`src/rtl/dc_pkg.sv`:
```
// rtl/dc_pkg.sv - shared defaults, flush FSM states and tag-entry metadata for the dcache tag array
// Optional parity field enabled by DC_TAG_PARITY_EN.
package dc_pkg;

  localparam int DC_NUM_WAYS = 2;
  localparam int DC_NUM_SETS = 16;
  localparam int DC_TAG_W    = 12;

  typedef enum logic [1:0] {
    FL_IDLE  = 2'd0,
    FL_FLUSH = 2'd1,
    FL_DONE  = 2'd2
  } fl_state_e;

  // Tags live in a separate unreset array; this is the per-entry state that resets.
  typedef struct packed {
    logic valid;
    logic dirty;
`ifdef DC_TAG_PARITY_EN
    logic par;
`endif
  } dc_meta_t;

endpackage

```
`src/rtl/dc_tag_victim_sel.sv`:
```
// rtl/dc_tag_victim_sel.sv - victim way pick: lowest invalid way, else round-robin pointer
module dc_tag_victim_sel #(
  parameter  int NUM_WAYS = 2,
  localparam int WAY_W    = $clog2(NUM_WAYS)
) (
  input  logic [NUM_WAYS-1:0] valid_vec,
  input  logic [WAY_W-1:0]    rr_ptr,
  output logic [WAY_W-1:0]    victim_way,
  output logic                victim_valid
);

  always_comb begin
    victim_way   = rr_ptr;
    victim_valid = &valid_vec;
    for (int w = NUM_WAYS - 1; w >= 0; w--) begin
      if (!valid_vec[w]) victim_way = WAY_W'(w);
    end
  end

endmodule

```
`src/rtl/dc_tag_array_nway.sv`:
```
// rtl/dc_tag_array_nway.sv - N-way tag/valid/dirty array with registered hit compare, rr replacement, flush
// Optional per-entry even parity and rsp_par_err output under DC_TAG_PARITY_EN.
module dc_tag_array_nway
  import dc_pkg::*;
#(
  parameter  int NUM_WAYS = DC_NUM_WAYS,
  parameter  int NUM_SETS = DC_NUM_SETS,
  parameter  int TAG_W    = DC_TAG_W,
  localparam int IDX_W    = $clog2(NUM_SETS),
  localparam int WAY_W    = $clog2(NUM_WAYS)
) (
  input  logic             clk,
  input  logic             rst_n,
  input  logic             lk_valid,
  input  logic [IDX_W-1:0] lk_index,
  input  logic [TAG_W-1:0] lk_tag,
  output logic             lk_ready,
  output logic             rsp_valid,
  output logic             rsp_hit,
  output logic [WAY_W-1:0] rsp_way,
  output logic             rsp_dirty,
  output logic [TAG_W-1:0] rsp_victim_tag,
  output logic             rsp_victim_valid,
`ifdef DC_TAG_PARITY_EN
  output logic             rsp_par_err,
`endif
  input  logic             wr_en,
  input  logic             wr_fill,
  input  logic [IDX_W-1:0] wr_index,
  input  logic [WAY_W-1:0] wr_way,
  input  logic [TAG_W-1:0] wr_tag,
  input  logic             wr_valid,
  input  logic             wr_dirty,
  input  logic             flush_req,
  output logic             busy
);

  logic [TAG_W-1:0] tag_q  [NUM_SETS][NUM_WAYS];
  logic [TAG_W-1:0] tag_d  [NUM_SETS][NUM_WAYS];
  dc_meta_t         meta_q [NUM_SETS][NUM_WAYS];
  dc_meta_t         meta_d [NUM_SETS][NUM_WAYS];
  logic [WAY_W-1:0] rr_q   [NUM_SETS];
  logic [WAY_W-1:0] rr_d   [NUM_SETS];
  fl_state_e        state_q, state_d;
  logic [IDX_W-1:0] cnt_q, cnt_d;

  logic             rsp_valid_q, rsp_valid_d, rsp_hit_q, rsp_hit_d;
  logic [WAY_W-1:0] rsp_way_q, rsp_way_d;
  logic             rsp_dirty_q, rsp_dirty_d, rsp_vv_q, rsp_vv_d;
  logic [TAG_W-1:0] rsp_vtag_q, rsp_vtag_d;
`ifdef DC_TAG_PARITY_EN
  logic                rsp_par_err_q, rsp_par_err_d;
  logic [NUM_WAYS-1:0] par_bad;
`endif

  logic                lk_fire, wr_ok, hit;
  logic [NUM_WAYS-1:0] set_valid, match_vec;
  logic [WAY_W-1:0]    hit_way, victim_way, sel_way;
  logic                victim_valid;

  assign busy     = (state_q != FL_IDLE);
  assign lk_ready = ~busy;
  assign lk_fire  = lk_valid & ~busy;
  assign wr_ok    = wr_en & ~busy;

  always_comb begin
    state_d = state_q;
    cnt_d   = cnt_q;
    case (state_q)
      FL_IDLE: if (flush_req) begin
        state_d = FL_FLUSH;
        cnt_d   = '0;
      end
      FL_FLUSH: begin
        if (cnt_q == IDX_W'(NUM_SETS - 1)) state_d = FL_DONE;
        else                               cnt_d   = cnt_q + IDX_W'(1);
      end
      FL_DONE: state_d = FL_IDLE;
      default: state_d = FL_IDLE;
    endcase
  end

  always_comb begin
    tag_d  = tag_q;
    meta_d = meta_q;
    rr_d   = rr_q;
    if (wr_ok) begin
      tag_d[wr_index][wr_way]        = wr_tag;
      meta_d[wr_index][wr_way].valid = wr_valid;
      meta_d[wr_index][wr_way].dirty = wr_dirty;
`ifdef DC_TAG_PARITY_EN
      meta_d[wr_index][wr_way].par   = ^{wr_tag, wr_valid, wr_dirty};
`endif
      if (wr_fill) rr_d[wr_index] = rr_q[wr_index] + WAY_W'(1);
    end
    if (state_q == FL_FLUSH) begin
      for (int w = 0; w < NUM_WAYS; w++) begin
        meta_d[cnt_q][w] = '0;
`ifdef DC_TAG_PARITY_EN
        meta_d[cnt_q][w].par = ^tag_q[cnt_q][w];
`endif
      end
      rr_d[cnt_q] = '0;
    end
  end

  // Compare reads pre-write contents; a same-cycle write shows up next cycle.
  always_comb begin
    hit_way = '0;
    for (int w = 0; w < NUM_WAYS; w++) begin
      set_valid[w] = meta_q[lk_index][w].valid;
`ifdef DC_TAG_PARITY_EN
      par_bad[w]   = (^{tag_q[lk_index][w], meta_q[lk_index][w].valid,
                        meta_q[lk_index][w].dirty}) != meta_q[lk_index][w].par;
      match_vec[w] = set_valid[w] & (tag_q[lk_index][w] == lk_tag) & ~par_bad[w];
`else
      match_vec[w] = set_valid[w] & (tag_q[lk_index][w] == lk_tag);
`endif
    end
    for (int w = NUM_WAYS - 1; w >= 0; w--) begin
      if (match_vec[w]) hit_way = WAY_W'(w);
    end
    hit     = |match_vec;
    sel_way = hit ? hit_way : victim_way;
  end

  dc_tag_victim_sel #(.NUM_WAYS(NUM_WAYS)) u_victim_sel (
    .valid_vec    (set_valid),
    .rr_ptr       (rr_q[lk_index]),
    .victim_way   (victim_way),
    .victim_valid (victim_valid)
  );

  always_comb begin
    rsp_valid_d = lk_fire;
    rsp_hit_d   = rsp_hit_q;
    rsp_way_d   = rsp_way_q;
    rsp_dirty_d = rsp_dirty_q;
    rsp_vtag_d  = rsp_vtag_q;
    rsp_vv_d    = rsp_vv_q;
`ifdef DC_TAG_PARITY_EN
    rsp_par_err_d = rsp_par_err_q;
`endif
    if (lk_fire) begin
      rsp_hit_d   = hit;
      rsp_way_d   = sel_way;
      rsp_dirty_d = meta_q[lk_index][sel_way].dirty;
      rsp_vtag_d  = tag_q[lk_index][victim_way];
      rsp_vv_d    = victim_valid;
`ifdef DC_TAG_PARITY_EN
      rsp_par_err_d = |par_bad;
`endif
    end
  end

  always_ff @(posedge clk or negedge rst_n) begin
    if (!rst_n) begin
      for (int s = 0; s < NUM_SETS; s++) begin
        for (int w = 0; w < NUM_WAYS; w++) meta_q[s][w] <= '0;
        rr_q[s] <= '0;
      end
      state_q     <= FL_IDLE;
      cnt_q       <= '0;
      rsp_valid_q <= 1'b0;
      rsp_hit_q   <= 1'b0;
      rsp_way_q   <= '0;
      rsp_dirty_q <= 1'b0;
      rsp_vtag_q  <= '0;
      rsp_vv_q    <= 1'b0;
`ifdef DC_TAG_PARITY_EN
      rsp_par_err_q <= 1'b0;
`endif
    end else begin
      meta_q      <= meta_d;
      rr_q        <= rr_d;
      state_q     <= state_d;
      cnt_q       <= cnt_d;
      rsp_valid_q <= rsp_valid_d;
      rsp_hit_q   <= rsp_hit_d;
      rsp_way_q   <= rsp_way_d;
      rsp_dirty_q <= rsp_dirty_d;
      rsp_vtag_q  <= rsp_vtag_d;
      rsp_vv_q    <= rsp_vv_d;
`ifdef DC_TAG_PARITY_EN
      rsp_par_err_q <= rsp_par_err_d;
`endif
    end
  end

`ifdef DC_TAG_PARITY_EN
  // Tags reset to zero here so the cleared parity bit is consistent.
  always_ff @(posedge clk or negedge rst_n) begin
    if (!rst_n) begin
      for (int s = 0; s < NUM_SETS; s++)
        for (int w = 0; w < NUM_WAYS; w++) tag_q[s][w] <= '0;
    end else begin
      tag_q <= tag_d;
    end
  end
  assign rsp_par_err = rsp_par_err_q;
`else
  always_ff @(posedge clk) begin
    tag_q <= tag_d;
  end
`endif

  assign rsp_valid        = rsp_valid_q;
  assign rsp_hit          = rsp_hit_q;
  assign rsp_way          = rsp_way_q;
  assign rsp_dirty        = rsp_dirty_q;
  assign rsp_victim_tag   = rsp_vtag_q;
  assign rsp_victim_valid = rsp_vv_q;

  a_single_hit: assert property (@(posedge clk) disable iff (!rst_n)
    lk_fire |-> $onehot0(match_vec));

endmodule

```
`config.mk`:
```
export PLATFORM = sky130hd
export DESIGN_NAME = dc_tag_array_nway
export DESIGN_NICKNAME = d
export VERILOG_FILES = /design/src/rtl/dc_pkg.sv /design/src/rtl/dc_tag_victim_sel.sv /design/src/rtl/dc_tag_array_nway.sv
export SDC_FILE = /design/constraint.sdc
export NUM_CORES = 1
export LEC_CHECK = 0
export CORE_MARGIN = 4
export CORE_UTILIZATION = 30
export CTS_CLUSTER_DIAMETER = 80
export DETAILED_ROUTE_END_ITERATION = 16
export GPL_TIMING_DRIVEN = 1
export PLACE_DENSITY_LB_ADDON = 0.12
export SYNTH_ARGS = -nofsm -noshare
export SYNTH_HDL_FRONTEND = slang
export SYNTH_SLANG_ARGS = --single-unit
```
`constraint.sdc`:
```
create_clock -name clk -period 7.8 [get_ports clk]
set_input_delay 2.34 -clock clk [delete_from_list [all_inputs] [get_ports clk]]
set_output_delay 2.34 -clock clk [all_outputs]
set_load 0.01 [all_outputs]
```
-- After elaboration in Yosys (flattened, before gate mapping)
Cells that the tools add are included.
- bitwise operators: 17
- reduce and logical (&&, ||, !) cells: 10
- eq/ne operators: 7
- add/subtract/negate cells: 2
- order comparisons: 9
- mux-type cells: 58
- operators by type and width (cell ; number):
    $bwmux W384 ; 1
    $and A64 B64 Y64 ; 2
    $bwmux W64 ; 2
    $mux W64 ; 2
    $not A64 Y64 ; 2
    $bmux W24 S4 ; 1
    $demux W24 S4 ; 1
    $mux W24 ; 3
    $demux W4 S4 ; 4
    $mux W12 ; 4
    $mux W16 ; 3
    $mux W4 ; 7
    $eq A12 B12 Y1 ; 2
    $and A16 B16 Y16 ; 1
    $bmux W4 S4 ; 1
    $bwmux W16 ; 1
    $not A16 Y16 ; 1
    $ge A5 B5 Y1 const B ; 3
    $mux W1 ; 15
    $not A4 Y5 ; 3
    $demux W12 S1 ; 1
    $lt A5 B1 Y1 const B ; 2
    $bmux W1 S4 ; 2
    $demux W1 S4 ; 2
    other kinds (20) ; 37
- register bits: 487
- logic and storage cells: 223
- input bits: 41

-- Logic depth before layout (Yosys ltp)
- depth after elaboration: 13
- depth in mapped cells: 14
- gate-level depth less buffers: 9

-- Hierarchy
Synthesis repeated with hierarchy kept, for this count alone.
- cell total of the unflattened synthesis: 1242
- area total of the unflattened synthesis: 20567.2 µm²
- by module, submodules not included (module ; area each (µm²) ; times used ; cells an instance):
    dc_tag_array_nway ; 20549.7 ; 1 ; 1239
    dc_tag_victim_sel ; 17.5 ; 1 ; 3

-- Worst setup path before layout
OpenSTA, ideal clock, no wires.
- path type: in2reg
- start point: in lk_index[0]
- end point: reg rsp_way_q, in the netlist rsp_way
- setup slack: 2.941 ns
- setup time: 0.120 ns
- data required time: 7.680 ns
- data arrival time: 4.739 ns
- stages on the path: 12
- cells stage by stage: buf_6 buf_8 buf_8 buf_2 buf_2 o21bai_1 mux2i_1 xnor2_1 nand3b_1 or4_1 a211o_1 a31o_1
- word-level cells in the longest chain between the ends: 9
- elaborated cells between the ends (all ways): 20
- ends and longest elaborated chain (item ; RTL line ; RTL):
    start: declaration ; dc_tag_array_nway.sv:15 ; input logic [IDX_W-1:0] lk_index,
    $not A4 Y5 (implied by the code) (*) ; dc_tag_array_nway.sv:111, dc_tag_array_nway.sv:117, dc_tag_array_nway.sv:129 ;
    $bmux W24 S4 ; dc_tag_array_nway.sv:117 ; match_vec[w] = set_valid[w] & (tag_q[lk_index][w] == lk_tag);
    $mux W24 (implied by the code) (2 in series) ; dc_tag_array_nway.sv:117 ;
    $eq A12 B12 Y1 ; dc_tag_array_nway.sv:117 ;
    $and A1 B1 Y1 ; dc_tag_array_nway.sv:117 ;
    $mux W1 (2 in series) ; dc_tag_array_nway.sv:121 ; if (match_vec[w]) hit_way = WAY_W'(w);
    $mux W1 (*) ; dc_tag_array_nway.sv:124 ; sel_way = hit ? hit_way : victim_way;
    end signal: assignment ; dc_tag_array_nway.sv:180 ; rsp_way_q <= rsp_way_d;
    end: declaration ; dc_tag_array_nway.sv:48 ; logic [WAY_W-1:0] rsp_way_q, rsp_way_d;
Every way passes the cells marked *; elsewhere a longest branch is shown, timed or not. The select of a mux whose other input is x is not followed.
A chain may end at the register's enable or synchronous reset.

-- Final worst setup path
- start point: in lk_index[2]
- end point: reg rsp_dirty_q, in the netlist rsp_dirty
- word-level cells in the longest chain between the ends: 13
- elaborated cells between the ends (all ways): 24
- ends and longest elaborated chain (item ; RTL line ; RTL):
    $not A4 Y5 (implied by the code) (*) ; n/a ;
    $bmux W24 S4 ; dc_tag_array_nway.sv:117 ;
    $mux W24 (implied by the code) (2 in series) ; dc_tag_array_nway.sv:117 ;
    $eq A12 B12 Y1 ; dc_tag_array_nway.sv:117 ;
    $and A1 B1 Y1 ; dc_tag_array_nway.sv:117 ;
    $mux W1 (2 in series) ; dc_tag_array_nway.sv:121 ;
    $mux W1 ; dc_tag_array_nway.sv:124 ;
    $not A1 Y2 (implied by the code) ; dc_tag_array_nway.sv:147 ; rsp_dirty_d = meta_q[lk_index][sel_way].dirty;
    $mux W1 (implied by the code) (*) (3 in series) ; dc_tag_array_nway.sv:147 ;
    end signal: assignment ; dc_tag_array_nway.sv:181 ; rsp_dirty_q <= rsp_dirty_d;
    end: declaration ; dc_tag_array_nway.sv:49 ; logic rsp_dirty_q, rsp_dirty_d, rsp_vv_q, rsp_vv_d;
Marked as above.

==> results_dict.tcl <==
set metrics [dict create \
    outcome "finished clean" \
    cp_top_family "simple AND/OR/NAND/NOR gates" \
    hold_violations 0 \
    final.setup_skew_ps 34.4 \
    clkTransAtPathRegs_ps 60 \
    port_buffers 59 \
    num_io_pins 60 \
    synth_fp_nets 1360 \
    yosysSeqAreaShare 0.672 \
    htreeDepth 2 \
    cp-start-kind "input pin" \
    cp-startpoint "lk_index[2]" \
    dr.first_iter.drc_count 971 \
    clock_sinks 487 \
    p_per_area_nw_per_um2 266 \
    num_rows 96 \
    ir_drop_mv 0.178 \
    dp_hpwl_um 41200 \
    synth_warnings 0 \
    routabilityCongestion 0.820 \
    register_area_um2 14100 \
    worst_slew_pin_slew_ps 1260 \
    ant_nets 0 \
    drc 0 \
    maxCapViolCount 0 \
    cts_inserted_buffers 56 \
    setup-tns-final_ps 0 \
    grt_max_degree 53 \
    vias 12000 \
    crit_chain "buf_4 -> buf_4 -> nor2b_1 -> a22oi_1 -> nand2_1 -> o221ai_1 -> or4b_1 -> or4b_1 -> o211ai_1 -> mux2_2 -> nand3_1" \
    wire_per_inst_um 26.7 \
    syn_inst 1315 \
    final.min_clock_period_ps 5490 \
    area_growth_pct 16.9 \
    multi_input_area_um2 6440 \
    dieArea_um2 74300 \
    grt_pass1_wl_um 92200 \
    crit_buf_inv 2 \
    clock.fmax_mhz 182 \
    relSlewSlack 0.160 \
    die-height_um 273 \
    critPathMaxFanout 51 \
    async_reset_ff_frac 0.211 \
    finalSetupViolations 0 \
    grt_usage 0.171 \
    synthFlopType "edfxtp_1" \
    hold_buffers 0 \
    wirelength_um 63600 \
    ys_ff_latch 487 \
    die_w_um 273 \
    overflow 0 \
    crit_slowest_cell "buf_4" \
    crit_type "in -> reg" \
    r2r-start "state_q[1]" \
    synth.distinct_cells 65 \
    cts_resized 0 \
    dr.pass1.iters 5 \
    holdCritPathClass "reg -> reg" \
    syn-mean-instance-area_um2 16.0 \
    root_buffer "clkbuf_16" \
    rsz0062_at_grt "no" \
    n_fill_cell 6608 \
    num_antenna_cells 0 \
    synthesis.area_um2 21000 \
    fin_crit_sh 0.703 \
    crit_required_ps 8300 \
    cp.arrival_ps 5990 \
    grt_antenna_before_repair 1 \
    clock_latency_ps 620 \
    critPathCaptureType "register" \
    cts.path.max_buffers 3 \
    worst_hold_slack_ps 488 \
    finalWorstSetupSlack_ps 2310 \
    slew_viol_final 0 \
    synth-edff-count 384 \
    postCtsSetupBuffers 0 \
    start_util 0.304 \
    power_leakage_nw 8.66 \
    cp_slowest_stage_delay_ps 570 \
    fin_nets 1451 \
    min_from "rsp_victim_tag[7]" \
    grt_pass1_vias 12300 \
    layout-drive-gt1-share 0.185 \
    coreArea_um2 68900 \
    dp_slack_ps 1740 \
    via_per_inst 5.04 \
    cts_tree "yes" \
]
-- tightest hold or removal path: cells and delay by family (launching register included) --
kind | cells | cell delay [ps]
AOI/OAI and AO/OA | 1 | 60
DFF | 1 | 340
and+or+nand+nor | 1 | 50
-- final cells by class --
cell class | instances | area share
inverter | 22 | 0.00337
multi-input combinational | 736 | 0.262
timing repair buffer | 103 | 0.0381
sequential | 487 | 0.575
clock buffer | 73 | 0.0614
clock inverter | 30 | 0.0121
tap | 931 | 0.0475
-- metrics by stage --
stage | total power (W) | utilization | instance area (um2) | cells
2_1_floorplan | 0.00358 | - | 21000 | 1315
5_1_grt | 0.00682 | 0.356 | 24500 | 2382
4_1_cts | 0.00662 | 0.356 | 24500 | 2382
3_3_place_gp | 0.00399 | 0.330 | 22700 | 2279
6_report | 0.00653 | 0.356 | 24500 | 2382
3_5_place_dp | 0.00399 | 0.330 | 22700 | 2279
-- path summary, 6_finish.rpt --
kind | cells after the start | slack, ps | endpoint
worst min-delay path | 2 | 490 | rsp_victim_tag[7]
worst max register to register | 5 | 4360 | tag_q[43]
max in group asynchronous | 2 | 4760 | rsp_victim_tag[0]
min in group asynchronous | 1 | 1810 | meta_q[47]
worst max-delay path | 11 | 2310 | rsp_dirty
worst min register to register | 2 | 490 | rsp_victim_tag[7]
-- Yosys cell counts, types with 4 or more instances --
cell type  instances  area share
mux4_2            96        0.10
buf_1              4     0.00072
buf_4             12      0.0043
inv_1             20      0.0036
edfxtp_1         384        0.55
dfrtp_1          103        0.12
o221ai_1           4      0.0017
nand2b_1          10      0.0030
o21ai_0           39      0.0093
a31oi_1            7      0.0021
nor2b_1           10      0.0030
a221oi_1           7      0.0029
xnor2_1           15      0.0063
mux4_1            12       0.015
o22ai_1           13      0.0039
xor2_1            14      0.0058
nand2_1           99       0.018
nand3_1           29      0.0069
mux2i_1           96       0.046
a211oi_1          16      0.0057
and2_1             5      0.0015
buf_2             17      0.0041
ha_1               4      0.0024
nor2_1           129       0.023
a22oi_1           12      0.0043
mux2_2            18      0.0097
a21oi_1           34      0.0081
and3_1             7      0.0021
o211ai_1           4      0.0014
clkbuf_1          29      0.0052
buf_6              5      0.0027
nor3_1            11      0.0026
-- metal layers --
| layer | global-route usage | wire, um |
|---|---|---|
| met2 | 0.272 | 29700 |
| met4 | 0.0369 | 1180 |
| met1 | 0.248 | 30100 |
| met3 | 0.0271 | 2560 |
| met5 | 0 | 0 |
-- sequential cells by signal, indices dropped and copies added, names as in the netlist --
| name | flops |
|---|---|
| cnt_q | 4 |
| meta_q | 64 |
| rr_q | 16 |
| rsp_dirty | 1 |
| rsp_hit | 1 |
| rsp_valid | 1 |
| rsp_victim_tag | 12 |
| rsp_victim_valid | 1 |
| rsp_way | 1 |
| state_q | 2 |
| tag_q | 384 |
-- layout by cell type, fill, tap and decap left out, drive strengths merged, types with 12 or more instances in the layout --
master         Yosys  routed
mux4             108     108
clkbuf            29      73
o21ai             41      41
inv               21      23
a22oi             12      12
xnor2             15      15
nand3             29      29
a211oi            16      16
buf               41      49
nor2             131     131
clkdlybuf4s50      0      54
xor2              14      14
clkinv             1      21
o22ai             14      14
nand2            100     100
a21oi             34      34
dfrtp            103     103
edfxtp           384     384
mux2i             96      96
mux2              18      18
-- power breakdown --
group / internal [W] / total (W) / switching [W]
Sequential: 0.00295 / 0.00308 / 0.000121
Clock: 0.00155 / 0.00260 / 0.00106
Combinational: 0.000348 / 0.000852 / 0.000503
-- cells by family (layout without fill, tap and decap cells) --
group / after synthesis / after routing / synth area share
XOR/XNOR: 29 / 29 / 0.0121
buffers and inverters: 92 / 228 / 0.0232
AND/OR/NAND/NOR: 323 / 323 / 0.0683
AO/OA/AOI/OAI: 158 / 158 / 0.0485
adder cells (fa/ha/maj): 4 / 4 / 0.00238
flip-flops: 487 / 487 / 0.672
multiplexers: 222 / 222 / 0.173
(Power assumes the default switching activity.)
